--- config.mk ---
export PLATFORM = sky130hd
export DESIGN_NAME = spi_flash_responder_flat
export DESIGN_NICKNAME = d
export VERILOG_FILES = /design/src/rtl/spi_flash_responder_if.sv /design/src/rtl/spi_flash_responder.sv /design/src/flat_wrapper.sv
export SDC_FILE = /design/constraint.sdc
export NUM_CORES = 1
export LEC_CHECK = 0
export CAP_MARGIN = 30
export CORE_MARGIN = 3
export CORE_UTILIZATION = 35
export CTS_CLUSTER_SIZE = 16
export DETAILED_ROUTE_END_ITERATION = 10
export GPL_ROUTABILITY_DRIVEN = 1
export GPL_TIMING_DRIVEN = 0
export PLACE_DENSITY = 0.5
export SKIP_CTS_REPAIR_TIMING = 1
export SYNTH_ARGS = -nofsm -noshare
export SYNTH_HDL_FRONTEND = slang
export SYNTH_SLANG_ARGS = --single-unit
--- constraint.sdc ---
create_clock -name clk_48mhz -period 3.7 [get_ports clk_48mhz]
set_input_delay 0.74 -clock clk_48mhz [delete_from_list [all_inputs] [get_ports clk_48mhz]]
set_output_delay 0.74 -clock clk_48mhz [all_outputs]
set_load 0.02 [all_outputs]
--- src/rtl/spi_flash_responder_if.sv ---
// rtl/spi_flash_responder_if.sv - SPI pins, memory read port and status for the flash responder.
interface spi_flash_responder_if #(
  parameter int ADDR_W = 24
);
  logic              spi_cs;
  logic              spi_sck;
  logic              spi_mosi;
  logic              spi_miso;
  logic              spi_miso_oe;
  logic [ADDR_W-1:0] mem_addr;
  logic              mem_rd;
  logic [7:0]        mem_rdata;
  logic              cmd_strobe;
  logic [7:0]        last_cmd;
  logic              busy;

  modport slave (
    input  spi_cs, spi_sck, spi_mosi, mem_rdata,
    output spi_miso, spi_miso_oe, mem_addr, mem_rd, cmd_strobe, last_cmd, busy
  );

  modport master (
    output spi_cs, spi_sck, spi_mosi, mem_rdata,
    input  spi_miso, spi_miso_oe, mem_addr, mem_rd, cmd_strobe, last_cmd, busy
  );
endinterface

--- src/rtl/spi_flash_responder.sv ---
// rtl/spi_flash_responder.sv - SPI mode-0 serial-flash emulator (9F/05/03/AB) oversampled in clk_48mhz.
module spi_flash_responder #(
  parameter logic [23:0] JEDEC_ID   = 24'hEF4016,
  parameter logic [7:0]  STATUS_VAL = 8'h00,
  parameter int          ADDR_W     = 24
) (
  input logic                  clk_48mhz,
  input logic                  reset,
  spi_flash_responder_if.slave bus
);
  typedef enum logic [2:0] {IDLE, CMD, ADDR, DATA, ID, STAT, IGNORE} state_t;

  state_t            state;
  logic [1:0]        cs_sync, sck_sync, mosi_sync, sync_ok;
  logic              cs_prev, sck_prev;
  logic [2:0]        bit_cnt;
  logic [6:0]        rx_shift, tx_shift;
  logic [7:0]        next_tx_byte;
  logic [1:0]        byte_idx, id_idx;
  logic [ADDR_W-1:0] addr;
  logic              rd_pending;

  logic              cs_s, cs_fall, sck_rise, sck_fall, byte_done;
  logic [7:0]        rx_byte;

  assign cs_s      = cs_sync[1];
  assign cs_fall   = cs_prev & ~cs_s;
  assign sck_rise  = sck_sync[1] & ~sck_prev;
  assign sck_fall  = ~sck_sync[1] & sck_prev;
  assign rx_byte   = {rx_shift, mosi_sync[1]};
  assign byte_done = (state != IDLE) & ~cs_s & sck_rise & (bit_cnt == 3'd7);
  assign bus.busy  = bus.spi_miso_oe;

  // cs_prev only learns "high" from a real sample, so a transaction already
  // running when reset releases never looks like a CS falling edge.
  always_ff @(posedge clk_48mhz or posedge reset) begin
    if (reset) begin
      cs_sync   <= 2'b11;
      sck_sync  <= 2'b00;
      mosi_sync <= 2'b00;
      sync_ok   <= 2'b00;
      cs_prev   <= 1'b0;
      sck_prev  <= 1'b0;
    end else begin
      cs_sync   <= {cs_sync[0], bus.spi_cs};
      sck_sync  <= {sck_sync[0], bus.spi_sck};
      mosi_sync <= {mosi_sync[0], bus.spi_mosi};
      sync_ok   <= {sync_ok[0], 1'b1};
      cs_prev   <= cs_s & sync_ok[1];
      sck_prev  <= sck_sync[1];
    end
  end

  always_ff @(posedge clk_48mhz or posedge reset) begin
    if (reset) begin
      state           <= IDLE;
      bit_cnt         <= '0;
      rx_shift        <= '0;
      tx_shift        <= '0;
      next_tx_byte    <= '0;
      byte_idx        <= '0;
      id_idx          <= '0;
      addr            <= '0;
      rd_pending      <= 1'b0;
      bus.spi_miso    <= 1'b0;
      bus.spi_miso_oe <= 1'b0;
      bus.mem_addr    <= '0;
      bus.mem_rd      <= 1'b0;
      bus.cmd_strobe  <= 1'b0;
      bus.last_cmd    <= '0;
    end else begin
      bus.spi_miso_oe <= ~cs_s;
      bus.mem_rd      <= 1'b0;
      bus.cmd_strobe  <= 1'b0;
      rd_pending      <= bus.mem_rd;
      if (state != IDLE && cs_s) begin
        state        <= IDLE;
        bit_cnt      <= '0;
        rx_shift     <= '0;
        tx_shift     <= '0;
        next_tx_byte <= '0;
        bus.spi_miso <= 1'b0;
      end else if (state == IDLE) begin
        bus.spi_miso <= 1'b0;
        if (cs_fall) begin
          state        <= CMD;
          bit_cnt      <= '0;
          rx_shift     <= '0;
          tx_shift     <= '0;
          next_tx_byte <= '0;
        end
      end else begin
        if (sck_rise) begin
          rx_shift <= rx_byte[6:0];
          bit_cnt  <= bit_cnt + 3'd1;
        end
        if (sck_fall) begin
          if (bit_cnt == 3'd0) begin
            tx_shift     <= next_tx_byte[6:0];
            bus.spi_miso <= next_tx_byte[7];
          end else begin
            tx_shift     <= {tx_shift[5:0], 1'b0};
            bus.spi_miso <= tx_shift[6];
          end
        end
        case (state)
          CMD: if (byte_done) begin
            bus.cmd_strobe <= 1'b1;
            bus.last_cmd   <= rx_byte;
            case (rx_byte)
              8'h03: begin
                state    <= ADDR;
                byte_idx <= '0;
              end
              8'h9F: begin
                state        <= ID;
                id_idx       <= '0;
                next_tx_byte <= JEDEC_ID[23:16];
              end
              8'h05: begin
                state        <= STAT;
                next_tx_byte <= STATUS_VAL;
              end
              default: state <= IGNORE;
            endcase
          end
          ADDR: if (byte_done) begin
            addr <= {addr[ADDR_W-9:0], rx_byte};
            if (byte_idx == 2'd2) begin
              bus.mem_addr <= {addr[ADDR_W-9:0], rx_byte};
              bus.mem_rd   <= 1'b1;
              state        <= DATA;
            end else begin
              byte_idx <= byte_idx + 2'd1;
            end
          end
          DATA: begin
            if (rd_pending) next_tx_byte <= bus.mem_rdata;
            if (byte_done) begin
              addr         <= addr + 1'b1;
              bus.mem_addr <= addr + 1'b1;
              bus.mem_rd   <= 1'b1;
            end
          end
          ID: if (byte_done) begin
            if (id_idx != 2'd3) id_idx <= id_idx + 2'd1;
            case (id_idx)
              2'd0:    next_tx_byte <= JEDEC_ID[15:8];
              2'd1:    next_tx_byte <= JEDEC_ID[7:0];
              default: next_tx_byte <= 8'h00;
            endcase
          end
          default: ;
        endcase
      end
    end
  end
endmodule

--- src/flat_wrapper.sv ---
// flat-port wrapper written by rule: the top's interface ports become plain ports
module spi_flash_responder_flat 
#(
  parameter logic [23:0] JEDEC_ID   = 24'hEF4016,
  parameter logic [7:0]  STATUS_VAL = 8'h00,
  parameter int          ADDR_W     = 24
)
  (clk_48mhz, reset, bus_spi_cs, bus_spi_sck, bus_spi_mosi, bus_mem_rdata, bus_spi_miso, bus_spi_miso_oe, bus_mem_addr, bus_mem_rd, bus_cmd_strobe, bus_last_cmd, bus_busy);
  spi_flash_responder_if #(.ADDR_W(ADDR_W)) bus_i ();
  input logic clk_48mhz;
  input logic reset;
  input wire logic [$bits(bus_i.spi_cs)-1:0] bus_spi_cs;
  input wire logic [$bits(bus_i.spi_sck)-1:0] bus_spi_sck;
  input wire logic [$bits(bus_i.spi_mosi)-1:0] bus_spi_mosi;
  input wire logic [$bits(bus_i.mem_rdata)-1:0] bus_mem_rdata;
  output wire logic [$bits(bus_i.spi_miso)-1:0] bus_spi_miso;
  output wire logic [$bits(bus_i.spi_miso_oe)-1:0] bus_spi_miso_oe;
  output wire logic [$bits(bus_i.mem_addr)-1:0] bus_mem_addr;
  output wire logic [$bits(bus_i.mem_rd)-1:0] bus_mem_rd;
  output wire logic [$bits(bus_i.cmd_strobe)-1:0] bus_cmd_strobe;
  output wire logic [$bits(bus_i.last_cmd)-1:0] bus_last_cmd;
  output wire logic [$bits(bus_i.busy)-1:0] bus_busy;
  assign bus_i.spi_cs = bus_spi_cs;
  assign bus_i.spi_sck = bus_spi_sck;
  assign bus_i.spi_mosi = bus_spi_mosi;
  assign bus_i.mem_rdata = bus_mem_rdata;
  assign bus_spi_miso = bus_i.spi_miso;
  assign bus_spi_miso_oe = bus_i.spi_miso_oe;
  assign bus_mem_addr = bus_i.mem_addr;
  assign bus_mem_rd = bus_i.mem_rd;
  assign bus_cmd_strobe = bus_i.cmd_strobe;
  assign bus_last_cmd = bus_i.last_cmd;
  assign bus_busy = bus_i.busy;
  spi_flash_responder #(.JEDEC_ID(JEDEC_ID), .STATUS_VAL(STATUS_VAL), .ADDR_W(ADDR_W)) u_core (.clk_48mhz(clk_48mhz), .reset(reset), .bus(bus_i));
endmodule
==> impl_results.md, run 1 <==
* Pwr dens at 478 mW/mm2
* Die width at roughly 130 um
* DRT Pass-1 Iters at 5
* Synth Cell Area at 0.00530 mm2
* LEAKAGE at 0.00264 uW
* R2R setup slack at roughly 1100 ps
* Final core occ at 43.2%
* R2R cell count at 7
* Clk pin slew, worst setup/hold paths at 70 ps
* CP startpoint kind: flip-flop
* Warnings, synthesis at 0
* Die H at 129 um
* Avg Cell Area, Syn at ~9.6 um2
* DR vias/cell at 5.52
* Die Area at 0.0166 mm2
* Vias at ~4400
* Total GRT Usage at 18.6%
* Post-synth EDFFs at 0
* CP Capture Type: flip-flop
* H-tree depth at 3
* Standard-cell rows at 44
* Dominant register cell in the synthesized netlist: dfrtp_1
* Peak supply drop at 229 uV
* Met2 usage at 26.4%
* Final antenna diode count at 0
* Worst path required time at 3980 ps
* Clock Tree Root: clkbuf_16
* Fraction of layout cells with a size suffix above 1 at roughly a tenth
* Worst Tran Pin Value at 729 ps
* DRT iter0 DRCs at roughly 380
* Fin crit period at approximately 2600 ps
* Final net count at 634
* Maxcap violations at 0
* Port Buffers at 49
* Maximum root-to-sink buffer count at 2
* Sequential area share after synthesis at 48.7%
* Clk_lat worst skew at 360 ps
* Final Max Slew Viols at 0
* CTS Buf Count at 9
* Total gr overflow at 0
* Setup crit end: u_core.addr[16]
* Starting Density at 36.2%
* Status: finished, final reports clean
* RR Startpoint: u_core.state[2]
* Gr busiest metal: met1
* Synth Instances at 552
* Fin Clk Skew at 9.11 ps
* Hold Crit Class: reg -> reg
* Drt wl/cell at 18.3 um
* Crit path DAT at 2860 ps
* Post-DRT Antenna Nets at 0
* DP HPWL at 10300 um
* Grt met1 use at 27.9%
* Vias in the first global route at 4331
* M3 GR Usage at 4.74%
* DRC at 0
* Total Power at approximately 3000 uW
* RSZ-0062 raised after global routing: false
* First-pass GRT wire length at 24000 um
* Netlist cell types at 66
* Post-Route WL at 14700 um
* Critical path type: reg -> reg
* Final setup viols at 0
* Async set-or-reset flop fraction in the synthesized netlist at 100%
* Reg2reg end: u_core.addr[16]
* Worst Setup SP: u_core.state[2]
* # IOs at 50
* Area added between synthesis and finish at 19.4%
* Post-Syn Nets at 573
* GP Congestion at slightly above 0.9
* CTS tree: built
* CP max FO at 10
* CTS Sinks at 103
* Antenna violations before repair at 0
* Core ar. at approximately 0.015 mm2
* Setup_tns at 0 ps
* Largest net degree at the start of global routing at 66
* Synth Register Bits at 103
* Rel. slew slack at 51.0%
* FMAX at 388 MHz
* Ratio of final minimum period to clock period at 69.7%
* Hold Violations, Final at 0
==> registers in the layout, indices dropped and copies added (netlist names), 3 cells and up <==
signal	flops
u_core.bus.last_cmd	8
u_core.rx_shift	7
u_core.bus.mem_addr	24
u_core.state	3
u_core.tx_shift	7
u_core.next_tx_byte	8
u_core.addr	24
u_core.bit_cnt	3
==> critical path, stage by stage, from the launching register on <==
cell and delay (ps):
dfrtp_1 320, buf_2 190, clkbuf_1 350, nand3b_1 230
clkbuf_1 480, clkbuf_1 540, o21ai_0 210, a2bb2oi_1 190
==> power breakdown <==
group          internal [uW]  switching (uW)
clock network            474             432
logic                    293             547
registers               1220            59.0
total                   1980            1040
==> per-stage QoR <==
step / instances / cell area [um2] / hold WS (ps) / worst slack [ps]
global route: 802 / 6320 / 355 / 862
floorplan: 552 / 5300 / 331 / 259
global placement: 785 / 6020 / 333 / -1460
finish: 802 / 6320 / 349 / 1120
detailed placement: 786 / 6050 / 337 / 1110
CTS: 802 / 6320 / 352 / 1050
==> synth_stat cells, types with 3 or more instances <==
master / instances / share of area, %
buf_2: 11 / 1.0
o2bb2ai_1: 4 / 0.66
o22a_1: 5 / 0.83
o211ai_1: 6 / 0.85
o21ai_0: 31 / 2.9
inv_1: 14 / 0.99
nand2b_1: 4 / 0.47
nor2_1: 50 / 3.5
nand2_1: 58 / 4.1
o21ai_1: 6 / 0.57
and3_1: 3 / 0.35
xor2_1: 7 / 1.2
o22ai_1: 5 / 0.59
and3b_1: 3 / 0.50
a21oi_1: 29 / 2.7
nor3_1: 11 / 1.0
nor4_1: 5 / 0.59
mux2i_1: 9 / 1.7
nand3_1: 21 / 2.0
a2bb2oi_1: 7 / 1.2
clkbuf_1: 25 / 1.8
o31ai_1: 17 / 2.4
buf_1: 4 / 0.28
a31oi_1: 9 / 1.1
nand4_1: 10 / 1.2
xnor2_1: 12 / 2.0
a31o_2: 3 / 0.50
ha_1: 8 / 1.9
a22o_1: 9 / 1.5
mux2_2: 14 / 3.0
nor2b_1: 6 / 0.71
dfrtp_1: 101 / 48
==> layout by cell type, fill, tap and decap left out, types with 13 or more instances in the layout <==
| cell type | n |
|---|---|
| clkbuf_1 | 26 |
| dfrtp_1 | 101 |
| clkdlybuf4s50_1 | 49 |
| nand2_1 | 58 |
| o31ai_1 | 17 |
| mux2_2 | 14 |
| inv_1 | 13 |
| nand3_1 | 21 |
| a21oi_1 | 29 |
| o21ai_0 | 31 |
| nor2_1 | 50 |
==> area by class of cell <==
| type | instances | area [um2] |
|---|---|---|
| fill | 1438 | 8320 |
| sequential | 103 | 2580 |
| multi-input combinational | 393 | 2490 |
| timing repair buffer | 50 | 518 |
| clock buffer | 11 | 243 |
| tap | 184 | 230 |
| buffer | 41 | 171 |
| inverter | 15 | 58.8 |
| clock inverter | 5 | 33.8 |
==> metal layers <==
layer	part of all wire, %	up-vias
met2	42	108
li1	-	2115
met4	1.8	0
met1	51	2182
met5	0	-
met3	5.3	20
==> logic make-up after synthesis <==
kind of cell / after synthesis / share of synthesized area, %
AND/OR/NAND/NOR: 191 / 17.9
AO/OA/AOI/OAI: 151 / 19.3
flip-flops: 103 / 48.7
buffers and inverters: 56 / 4.30
multiplexers: 23 / 4.68
XOR/XNOR: 19 / 3.14
adder cells (fa/ha/maj): 8 / 1.89
other: 1 / 0.0708
==> worst min path at each step <==
stage                              from                  end  slack, ps  depth (start not counted)
floorplan           u_core.mosi_sync[0]  u_core.mosi_sync[1]        330                          0
global placement    u_core.mosi_sync[0]  u_core.mosi_sync[1]        330                          0
detailed placement   u_core.sck_sync[0]   u_core.sck_sync[1]        340                          0
CTS                  u_core.sck_sync[0]   u_core.sck_sync[1]        350                          0
global route         u_core.sck_sync[0]   u_core.sck_sync[1]        360                          0
finish               u_core.sck_sync[0]   u_core.sck_sync[1]        350                          0
(Power assumes the default switching activity.)
==> run 2, diff against run 1 <==
clock period = 2.5 ns   (was 3.7 ns; I/O delays follow)
==> run 2 against run 1 <==
- count of clock-buffer cells in the layout down 2
- total power up 57%
- via count down 0.27%
- non-clock buffer count up 4
- cell count up 0.50%
- combinational power up 50%
- sequential cell count unchanged
- sequential power up 48%
- worst hold slack better by 2.4 ps
- utilization up 0.82 points
- die area unchanged
- critical endpoint is now u_core.addr[14]
- largest cell class unchanged
- largest power group unchanged
==> impl_results.md, run 2 (synthesis gave the netlist of run 1 again) <==
* CP startpoint kind: flip-flop
* Rel. slew slack at 47.7% (-3.3 points)
* DRC at 0 (unchanged)
* Pwr dens at 735 mW/mm2 (+54%)
* Maxcap violations at 0 (unchanged)
* CP Capture Type: flip-flop
* CTS Buf Count at 9 (unchanged)
* Die H at 129 um (unchanged)
* DP HPWL at 10500 um (+1.8%)
* Clk_lat worst skew at 360 ps (about the same)
* Standard-cell rows at 44 (unchanged)
* FMAX at 432 MHz (+11%)
* Port Buffers at 49 (unchanged)
* Critical path type: reg -> reg
* Clock Tree Root: clkbuf_16
* Final net count at 638 (+0.63%)
* CTS tree: built
* Fin crit period at 2320 ps (-264 ps)
* DRT Pass-1 Iters at 5 (unchanged)
* DRT iter0 DRCs at 369 (-3.9%)
* Post-Route WL at 14700 um (+0.42%)
* Total gr overflow at 0 (unchanged)
* Final Instance Area at 0.00644 mm2 (+1.9%)
* Fin Clk Skew at 13.5 ps (+4.43 ps)
* Vias at 4413 (-0.27%)
* Ratio of final minimum period to clock period at 92.7% (+23 points)
* Starting Density at 36.2% (unchanged)
* Total GRT Usage at 18.7% (+0.041 points)
* Post-DRT Antenna Nets at 0 (unchanged)
* First-pass GRT wire length at 24100 um (+0.55%)
* Cell family with most CP delay: simple AND/OR/NAND/NOR gates
* Slowest CP cell: or4_1
* Hold Crit Class: reg -> reg
* Clk pin slew, worst setup/hold paths at 70 ps (about the same)
* Die Area at 0.0166 mm2 (unchanged)
* Most frequent cells in the layout: 100 x dfrtp_1, 58 x nand2_1, 50 x nor2_1
* Largest net degree at the start of global routing at 38 (-42%)
* RSZ-0062 raised after global routing: false
* CP Buf/Inv Count at 0 (-4)
* Largest registers: u_core.addr (24), u_core.bus.mem_addr (24)
* PnR worst setup slack at 184 ps (-936 ps)
* GP Congestion at 0.893 (-2.7%)
* Dpl ws at -87.8 ps (-1200 ps)
* Maximum root-to-sink buffer count at 2 (unchanged)
* Status: finished, final reports clean
* Final antenna diode count at 0 (unchanged)
* Setup_tns at 0 ps (unchanged)
* Worst path required time at 2750 ps (-1230 ps)
* DR vias/cell at 5.48 (-0.77%)
* CP max FO at 6 (-4)
* R2R setup slack at 180 ps (-940 ps)
* LEAKAGE at 0.00271 uW (+2.7%)
* Critical path depth in cells at 6 (-1)
* Crit path cell chain: ha_1 > nand3_2 > or4_1 > nor2_1 > a31oi_1 > o22a_1
* Hold WS at 351 ps (+2.38 ps)
* Peak supply drop at 325 uV (+42%)
* Final Max Slew Viols at 0 (unchanged)
* H-tree depth at 3 (unchanged)
* Filler cells at 1441 (+0.21%)
* Total Power at 4740 uW (+57%)
* Crit path DAT at 2560 ps (-300 ps)
* # IOs at 50 (unchanged)
* Core ar. at 0.0146 mm2 (unchanged)
* CTS Sinks at 103 (unchanged)
* Worst Hold Depth at 0 (unchanged)
* Hold Violations, Final at 0 (unchanged)
* Worst Tran Pin Value at 782 ps (+53.2 ps)
* Vias in the first global route at 4223 (-2.5%)
* Drt wl/cell at 18.3 um (about the same)
* Placed inst area at 0.00606 mm2 (+0.23%)
* Commonest non-fill, non-tap cell in the layout: dfrtp_1
* CP peak stage delay at 620 ps (+80 ps)
* Fraction of layout cells with a size suffix above 1 at 12.5% (+2.7 points)
* R2R cell count at 6 (-1)
* Final setup viols at 0 (unchanged)
* Die width at 129 um (unchanged)
* Area added between synthesis and finish at 21.7%
* Antenna violations before repair at 0 (unchanged)
-- run 2: cell types whose count changed in the layout (fill, tap and decap cells not counted), sizes merged --
cell	delta
clkinvlp	-1
bufinv	+2
clkinv	-2
clkbuf	-1
buf	+3
inv	+3
-- run 2: routing by layer --
metal	part of all wire, %	wire length [um]	GRT usage (%)
met1	51	7470	28.4
met2	43	6350	26.8
met3	4.9	721	4.04
met4	1.3	192	5.13
met5	0	0	0
-- run 2: final timing paths --
path,end,start
setup / recovery,u_core.addr[14],u_core.addr[1]
hold / removal,u_core.mosi_sync[1],u_core.mosi_sync[0]
setup reg to reg,u_core.addr[14],u_core.addr[1]
hold reg to reg,u_core.mosi_sync[1],u_core.mosi_sync[0]
max in group asynchronous,u_core.cs_sync[0],reset
min in group asynchronous,u_core.addr[18],reset
-- run 2: final cells by class --
type | count | area (um2) | share of cell area [%]
plain buffers | 41 | 181 | 2.82
clock buffers | 9 | 225 | 3.50
clock inverters | 7 | 109 | 1.69
inverters | 15 | 60.1 | 0.932
multi-input cells | 393 | 2500 | 38.9
flip-flops and latches | 103 | 2580 | 40.1
well taps | 184 | 230 | 3.57
repair buffers | 54 | 553 | 8.58
-- run 2: worst reg2reg max path, stage by stage, from the launching register on --
cell and delay, ps:
dfrtp_1 450, ha_1 300, nand3_2 180, or4_1 620, nor2_1 290, a31oi_1 140
o22a_1 220
-- run 2: metrics by stage --
step                util (%)  instances
CTS                     43.7        803
finish                  44.0        806
floorplan                  -        552
global placement        41.1        785
global route            44.0        806
detailed placement      41.4        787
-- run 2: power by group --
part	switching, uW	internal [uW]	leakage [uW]	total, uW
sequential	93.2	1800	0.00140	1890
combinational	822	440	0.00115	1260
clock	679	901	0.000164	1580
==> run 3, diff against run 2 <==
GPL_ROUTABILITY_DRIVEN = 0   (was 1)
MAX_ROUTING_LAYER = met4   (was default)
==> run 3 against run 2 <==
- combinational power barely moved
- total power rose by 0.16%
- clock power barely moved
- sequential power barely moved
- utilization barely moved
- critical path depth did not move
- first-iteration DRC count rose by 2.7%
- via count fell by 0.27%
- sequential share of layout area barely moved
- non-clock buffer count did not move
- critical path type unchanged
- critical endpoint unchanged
==> impl_results.md, run 3 (synthesis gave the netlist of run 1 again) <==
* Post-Place Cells at 787 (unchanged)
* Clock Tree Root: clkbuf_16
* H-tree depth at 3 (unchanged)
* Part of the power in registers at 39.9% (about the same)
* Clk pwr share at 33.4% (about the same)
* Clk_lat worst skew at 360 ps (about the same)
* Placed inst area at 0.00606 mm2 (unchanged)
* Post-DRT Antenna Nets at 0 (unchanged)
* Rel. slew slack at 47.3% (-0.39 points)
* Final Max Slew Viols at 0 (unchanged)
* Status: finished, final reports clean
* Total GRT Usage at 19.2% (+0.56 points)
* Worst Tran Pin Value at 788 ps (+5.89 ps)
* R2R setup slack at 180 ps (about the same)
* Post-Layout Cell Count at 806 (unchanged)
* Pwr dens at 736 mW/mm2 (+0.18%)
* CP Capture Type: flip-flop
* Most frequent cells in the layout: 100 x dfrtp_1, 58 x nand2_1, 50 x nor2_1
* Ratio of final minimum period to clock period at 92.7% (about the same)
* Clk pin slew, worst setup/hold paths at 70 ps (about the same)
* Reg2reg end: u_core.addr[14]
* Worst path required time at 2750 ps (about the same)
* LEAKAGE at 0.00271 uW (-0.13%)
* Comb power frac at 26.7% (about the same)
* CP max FO at 6 (unchanged)
* Final antenna diode count at 0 (unchanged)
* Setup_tns at 0 ps (unchanged)
* DRT iter0 DRCs at 379 (+2.7%)
* Drt wl/cell at 18.4 um (+0.71%)
* R2R cell count at 6 (unchanged)
* Port Buffers at 49 (unchanged)
* Die H at 129 um (unchanged)
* Hold Violations, Final at 0 (unchanged)
* CP startpoint kind: flip-flop
* Area added between synthesis and finish at 21.6% (about the same)
* Psw at 1600 uW (+0.46%)
* Int Pwr at 3140 uW (about the same)
* DRC at 0 (unchanged)
* Core ar. at 0.0146 mm2 (unchanged)
* Setup crit end: u_core.addr[14]
* Final Instance Area at 0.00644 mm2 (about the same)
* Worst Setup SP: u_core.addr[1]
* Fin crit period at 2320 ps (+1.46 ps)
* Standard-cell rows at 44 (unchanged)
* Largest registers: u_core.addr (24), u_core.bus.mem_addr (24)
* Critical path type: reg -> reg
* Fraction of layout cells with a size suffix above 1 at 12.4% (-0.16 points)
* Maxcap violations at 0 (unchanged)
* Starting Density at 36.2% (unchanged)
* Antenna violations before repair at 0 (unchanged)
* Final core occ at 44.0% (about the same)
* # IOs at 50 (unchanged)
* DP HPWL at 10500 um (unchanged)
* Commonest non-fill, non-tap cell in the layout: dfrtp_1
* Fin Clk Skew at 13.9 ps (+0.379 ps)
* CTS Sinks at 103 (unchanged)
* CTS Buf Count at 9 (unchanged)
* Sw Ratio at 33.7% (+0.10 points)
* Die Area at 0.0166 mm2 (unchanged)
* Post-Route WL at 14800 um (+0.71%)
* DRT Pass-1 Iters at 5 (unchanged)
* Crit path DAT at 2570 ps (about the same)
* CTS tree: built
* Final setup viols at 0 (unchanged)
* Maximum root-to-sink buffer count at 2 (unchanged)
* Peak supply drop at 326 uV (+0.51%)
* FMAX at 431 MHz (about the same)
* Hold Crit Class: reg -> reg
* DR vias/cell at 5.46 (-0.27%)
* Total Power at 4740 uW (+0.16%)
* Largest net degree at the start of global routing at 38 (unchanged)
* RSZ-0062 raised after global routing: false
* RR Startpoint: u_core.addr[1]
* Vias at 4401 (-0.27%)
* First-pass GRT wire length at 24100 um (+0.12%)
* Final net count at 638 (unchanged)
* Total gr overflow at 0 (unchanged)
* Vias in the first global route at 4223 (unchanged)
* Die width at 129 um (unchanged)
==> run 3: cell counts in the layout (fill, tap and decap cells not counted) <==
No cell type changed its count.
==> run 3: power groups by stage <==
stage               Combinational (uW)  Clock (uW)  Sequential (uW)
floorplan                          907           0             1890
global placement                  1220           0             1920
detailed placement                1250           0             1930
CTS                               1250        1640             1900
global route                      1400        1700             1910
finish                            1270        1580             1890
==> run 3: worst max-delay path, stage by stage (launching register included) <==
cell and delay [ps]:
dfrtp_1 450, ha_1 300, nand3_2 180, or4_1 620, nor2_1 290, a31oi_1 140
o22a_1 220
==> run 3: metrics by stage <==
stage	setup WS [ps]	hold slack [ps]
2_1_floorplan	461	331
4_1_cts	-120	352
6_report	182	350
5_1_grt	13.2	363
3_5_place_dp	-87.8	335
3_3_place_gp	-394	332
==> run 3: how the worst min path moves through the flow <==
| stage | end | startpoint | slack (ps) | cells past startpoint |
|---|---|---|---|---|
| floorplan | u_core.mosi_sync[1] | u_core.mosi_sync[0] | 330 | 0 |
| global placement | u_core.mosi_sync[1] | u_core.mosi_sync[0] | 330 | 0 |
| detailed placement | u_core.mosi_sync[1] | u_core.mosi_sync[0] | 330 | 0 |
| CTS | u_core.mosi_sync[1] | u_core.mosi_sync[0] | 350 | 0 |
| global route | u_core.cs_sync[1] | u_core.cs_sync[0] | 360 | 0 |
| finish | u_core.mosi_sync[1] | u_core.mosi_sync[0] | 350 | 0 |
==> run 3: cell type report <==
cell class	instances	area [um2]
clock buffers	9	225
fillers	1439	8200
multi-input cells	393	2500
well taps	184	230
inverters	15	60.1
flip-flops and latches	103	2580
plain buffers	41	180
repair buffers	54	553
clock inverters	7	109
==> run 3: metal layers <==
layer  up-vias  part of all wire (%)  global-route usage [%]
met5         -                     0                       -
met4         0                   1.2                    5.13
met3        13                   4.6                    3.75
met2       111                    43                    26.9
met1      2158                    51                    28.5
li1       2119                     -                       -
==> variant 1, RTL diff (settings of run 1) <==
`ADDR_W` is set to 24 in 3 places; all go to 36.
--- a/src/rtl/spi_flash_responder_if.sv
+++ b/src/rtl/spi_flash_responder_if.sv
@@ -1,6 +1,6 @@
 // rtl/spi_flash_responder_if.sv - SPI pins, memory read port and status for the flash responder.
 interface spi_flash_responder_if #(
-  parameter int ADDR_W = 24
+  parameter int ADDR_W = 36
 );
   logic              spi_cs;
   logic              spi_sck;
--- a/src/rtl/spi_flash_responder.sv
+++ b/src/rtl/spi_flash_responder.sv
@@ -2,7 +2,7 @@
 module spi_flash_responder #(
   parameter logic [23:0] JEDEC_ID   = 24'hEF4016,
   parameter logic [7:0]  STATUS_VAL = 8'h00,
-  parameter int          ADDR_W     = 24
+  parameter int          ADDR_W     = 36
 ) (
   input logic                  clk_48mhz,
   input logic                  reset,
--- a/src/flat_wrapper.sv
+++ b/src/flat_wrapper.sv
@@ -3,7 +3,7 @@
 #(
   parameter logic [23:0] JEDEC_ID   = 24'hEF4016,
   parameter logic [7:0]  STATUS_VAL = 8'h00,
-  parameter int          ADDR_W     = 24
+  parameter int          ADDR_W     = 36
 )
   (clk_48mhz, reset, bus_spi_cs, bus_spi_sck, bus_spi_mosi, bus_mem_rdata, bus_spi_miso, bus_spi_miso_oe, bus_mem_addr, bus_mem_rd, bus_cmd_strobe, bus_last_cmd, bus_busy);
   spi_flash_responder_if #(.ADDR_W(ADDR_W)) bus_i ();
Ports: changed (resized bus_mem_addr); port bits go from 50 to 62. The function was not compared with the original's and may differ.
==> variant 1 against run 1 <==
Design area grew 37%; largest cell class is now multi-input gates; area after synthesis grew 33%; via count grew 45%; routed wire length grew 58%; worst setup slack lost 0.097 ns; power grew 54%; first-iteration DRC count grew 52%; highest routed layer unchanged; sequential cell count grew 24; sequential share of layout area shrank 4.2 points.
==> variant 1: results (changes against run 1) <==
- CP max stage cell: nor3_2
- Post-Layout Cell Count: 1129 (+41%)
- Number of global-route vias before repair: 6459 (+49%)
- Status: completed
- Syn nets: 789 (+38%)
- Wire per inst: 20.6 um (+13%)
- GP Congestion: 0.888 (-3.2%)
- Max VDD drop: 0.347 mV (+52%)
- 1st-iter DRT viols: 585 (+52%)
- Reg2reg setup slack: 1.02 ns (-0.10 ns)
- Antenna violations before repair: 0 (unchanged)
- Netlist cell types: 78 (+18%)
- Clk_lat worst skew: 0.42 ns (+0.06 ns)
- CTS root buffer: clkbuf_16
- GRT Util Overall: 0.216 (+0.0296)
- Post-placement setup slack: 1.12 ns (+0.0107 ns)
- PortBufs: 61 (+24%)
- Synth area leaders: dfrtp_1 44%, nand2_1 4.3%, a21oi_1 3.8%
- CTS H-tree depth: 4 (+1)
- Detailed placement HPWL: 16300 um (+57%)
- Internal: 3.04 mW (+53%)
- First-pass GRT wire length: 37000 um (+54%)
- Final period util: 0.723 (+0.0261)
- Top post-synthesis cells by count: 125 x dfrtp_1, 81 x nand2_1, 65 x nor2_1
- Critical Path Start: u_core.addr[0]
- Cts bufs inserted: 17 (+8)
- Ys Warns: 0 (unchanged)
- Leak: 3.66 nW (+39%)
- Setup crit end: u_core.bus.mem_addr[22]
- Synth top area share: 0.443 (-0.0338)
- Post-synthesis sequential area ratio: 0.451 (-0.0363)
- P_seq: 1.61 mW (+26%)
- Arr. time, crit path: 2.95 ns (+0.09 ns)
- Nets: 872 (+38%)
- Layout cells sized above 1: 0.130 (+0.0309)
- Via count: 6398 (+45%)
- R2r worst-path depth: 7 (unchanged)
- Slew headroom: 0.438 (-0.0718)
- Largest net degree at the start of global routing: 42 (-36%)
- Clk_skew: 0.0123 ns (+0.00319 ns)
- Type of the worst setup path: register to register
- TritonRoute pass-1 iters: 5 (unchanged)
- Crit path largest cell delay: 0.52 ns (-0.02 ns)
- Regs by FF count: u_core.addr (36), u_core.bus.mem_addr (36)
- ANT cells: 0 (unchanged)
- Post-synth ARST share: 1.00 (unchanged)
- Ys flop type: dfrtp_1
- Syn Area/Cell: 9.19 um^2 (-4.3%)
- Combinational power share: 0.273 (-0.005)
- Hold WC Path Type: register to register
## variant 1: cell count changes in the layout (fill, tap and decap cells not counted), moves of 8 or more
cell	before	now
a21oi_1	29	53
buf_2	11	24
clkbuf_16	9	17
clkdlybuf4s50_1	49	61
dfrtp_1	101	125
inv_1	13	28
mux2_2	14	22
nand2_1	58	81
nand3_1	21	39
nand4_1	10	21
nor2_1	50	65
o21ai_0	31	43
o22ai_1	5	15
## variant 1: how the worst min path moves through the flow
stage                        startpoint                  end  slack (ns)  depth (start not counted)
finish              u_core.mosi_sync[0]  u_core.mosi_sync[1]        0.35                          0
floorplan           u_core.mosi_sync[0]  u_core.mosi_sync[1]        0.33                          0
CTS                  u_core.sck_sync[0]   u_core.sck_sync[1]        0.35                          0
global placement    u_core.mosi_sync[0]  u_core.mosi_sync[1]        0.33                          0
detailed placement   u_core.sck_sync[0]   u_core.sck_sync[1]        0.33                          0
global route          u_core.sync_ok[0]    u_core.sync_ok[1]        0.35                          0
## variant 1: worst max-delay path: cells and delay by family (launching register included)
kind	cells	cell delay (ns)
AOI/OAI and AO/OA	2	0.20
adders and majority gates	1	0.31
buffers and inverters	1	0.34
DFF	1	0.51
and+or+nand+nor	3	1.16
## variant 1: logic make-up (layout without fill, tap and decap cells)
| kind of cell | after synthesis | count (layout) | share of synthesized area |
|---|---|---|---|
| and+or+nand+nor | 278 | 278 | 0.206 |
| adders and majority gates | 8 | 8 | 0.0142 |
| buffers and inverters | 91 | 187 | 0.0543 |
| xor gates and xnor gates | 21 | 21 | 0.0261 |
| DFF | 127 | 127 | 0.451 |
| AOI/OAI and AO/OA | 211 | 211 | 0.200 |
| other | 1 | 1 | 0.000532 |
| muxes | 31 | 31 | 0.0479 |
## variant 1: metal layers
metal | GRT usage | vias to the layer above | routed length (um)
met5 | 0 | - | 0
met2 | 0.327 | 240 | 10400
li1 | - | 2937 | -
met1 | 0.309 | 3179 | 10800
met3 | 0.0417 | 42 | 1480
met4 | 0.0758 | 0 | 558
## variant 1: stage by stage
stage / total power, mW / hold slack [ns] / area, um^2
after detailed placement: 2.89 / 0.335 / 8060
final: 4.66 / 0.348 / 8680
after global placement: 2.86 / 0.333 / 8000
after floorplan: 2.48 / 0.331 / 7060
after CTS: 4.68 / 0.347 / 8680
after global routing: 4.89 / 0.355 / 8680
## variant 1: area by class of cell
cell class / instances / area, um^2
inverter: 31 / 120
buffer: 60 / 267
clock inverter: 15 / 195
timing repair buffer: 64 / 671
fill: 2015 / 11000
sequential: 127 / 3180
clock buffer: 17 / 425
tap: 265 / 332
multi-input combinational: 550 / 3490
==> variant 2, RTL diff (flow settings as in run 1) <==
Made on the original files. Re-encode `state_t` (7 states) as Gray code, 3 bits wide.
--- a/src/rtl/spi_flash_responder.sv
+++ b/src/rtl/spi_flash_responder.sv
@@ -8,7 +8,7 @@
   input logic                  reset,
   spi_flash_responder_if.slave bus
 );
-  typedef enum logic [2:0] {IDLE, CMD, ADDR, DATA, ID, STAT, IGNORE} state_t;
+  typedef enum logic [2:0] {IDLE = 3'b000, CMD = 3'b001, ADDR = 3'b011, DATA = 3'b010, ID = 3'b110, STAT = 3'b111, IGNORE = 3'b101} state_t;
 
   state_t            state;
   logic [1:0]        cs_sync, sck_sync, mosi_sync, sync_ok;
Check against the original RTL: no difference found for any inputs over 10 cycles, from zero or initial values and one cycle with reset high; not proved beyond that.
==> variant 2 against run 1 <==
Sequential cell count is the same; design area increased by 5.3%; core utilization rose by 0.16 points; clock skew increased by 0.0037 ns; area after synthesis grew 5.0%; worst setup slack improved by 0.19 ns; via count increased by 3.6%; fmax up 7.8%; worst hold slack hardly changed; first-iteration DRC count up 9.6%; non-clock buffer count grew 3; power is 7.9% lower; routed wire length grew 3.9%; highest routed layer unchanged.
==> variant 2: results (changes against run 1) <==
- Status: completed
- Synth area leaders: dfrtp_1 45%, mux2_2 3.6%, nand2_1 3.5%
- Wire per inst: 18.0 um (-1.6%)
- Largest net degree at the start of global routing: 69 (+4.5%)
- Slew of the pin with the lowest slew margin: 0.811 ns (+0.0823 ns)
- GRT Util Overall: 0.178 (-0.00889)
- Netlist cell types: 80 (+21%)
- 1st-iter DRT viols: 421 (+9.6%)
- Post-placement setup slack: 1.30 ns (+0.192 ns)
- Post-synthesis mux area share: 0.0529 (+0.00610)
- Syn Area/Cell: 9.75 um^2 (+1.7%)
- First-pass GRT wire length: 25000 um (+4.1%)
- GP Congestion: 0.876 (-4.4%)
- Total Wirelength: 15200 um (+3.9%)
- Post-synthesis sequential area ratio: 0.464 (-0.0231)
- Nets: 652 (+2.8%)
- Met1 WL: 7510 um (+0.36%)
- Number of global-route vias before repair: 4594 (+6.1%)
- Detailed placement HPWL: 10600 um (+2.8%)
- Syn nets: 591 (+3.1%)
- Clk_skew: 0.0128 ns (+0.00369 ns)
- Top post-synthesis cells by count: 101 x dfrtp_1, 52 x nand2_1, 43 x nor2_1
- Routed vias/inst: 5.41 (-1.9%)
- Arr. time, crit path: 2.62 ns (-0.24 ns)
- Crit path largest cell delay: 0.47 ns (-0.07 ns)
- Leak: 2.89 nW (+9.5%)
- Placed instance count: 831 (+5.7%)
- Ys flop type: dfrtp_1
- Wire length on met3: 573 um (-26%)
- Layout cells sized above 1: 0.134 (+0.0349)
- Post-synthesis adder-cell area fraction: 0.0180 (-0.000897)
variant 2: worst paths after layout:
path                                startpoint                  end  slack (ns)  cells after the start
max                          u_core.bit_cnt[0]       u_core.addr[9]        1.31                      7
min                        u_core.mosi_sync[0]  u_core.mosi_sync[1]        0.35                      0
max reg2reg                  u_core.bit_cnt[0]       u_core.addr[9]        1.31                      7
min reg2reg                u_core.mosi_sync[0]  u_core.mosi_sync[1]        0.35                      0
max in group asynchronous                reset      u_core.addr[22]        2.20                      3
min in group asynchronous                reset    u_core.sync_ok[0]        0.76                      2
variant 2: stage by stage:
step / util / setup TNS, ns / total power [mW] / cell area [um^2]
after detailed placement: 0.413 / 0 / 1.77 / 6340
after global placement: 0.411 / -151.87 / 1.76 / 6310
final: 0.433 / 0 / 2.78 / 6660
after floorplan: - / 0 / 1.61 / 5560
after global routing: 0.433 / 0 / 2.91 / 6660
after CTS: 0.433 / 0 / 2.81 / 6660
variant 2: cell type report:
type                    count  area, um^2
multi-input cells         402        2630
well taps                 211         264
repair buffers             50         518
plain buffers              44         270
inverters                  21        81.3
flip-flops and latches    103        2580
clock inverters             5        83.8
clock buffers              11         233
fillers                  1541        8710
variant 2: power groups by stage:
stage               sequential (mW)  clock [mW]  combinational (mW)
finish                         1.23        1.04               0.517
detailed placement             1.25           0               0.517
global route                   1.24        1.10               0.571
global placement               1.25           0               0.505
CTS                            1.23        1.06               0.520
floorplan                      1.24           0               0.370
variant 2: logic make-up after synthesis:
family                     count (synthesis)
and+or+nand+nor                          197
AOI/OAI and AO/OA                        154
DFF                                      103
buffers and inverters                     65
muxes                                     27
xor gates and xnor gates                  15
adders and majority gates                  8
other                                      1
variant 2: per-layer routing:
layer	vias to the layer above	GRT usage
met1	2277	0.256
met5	-	0
li1	2174	-
met3	18	0.0290
met4	0	0.0560
met2	114	0.274
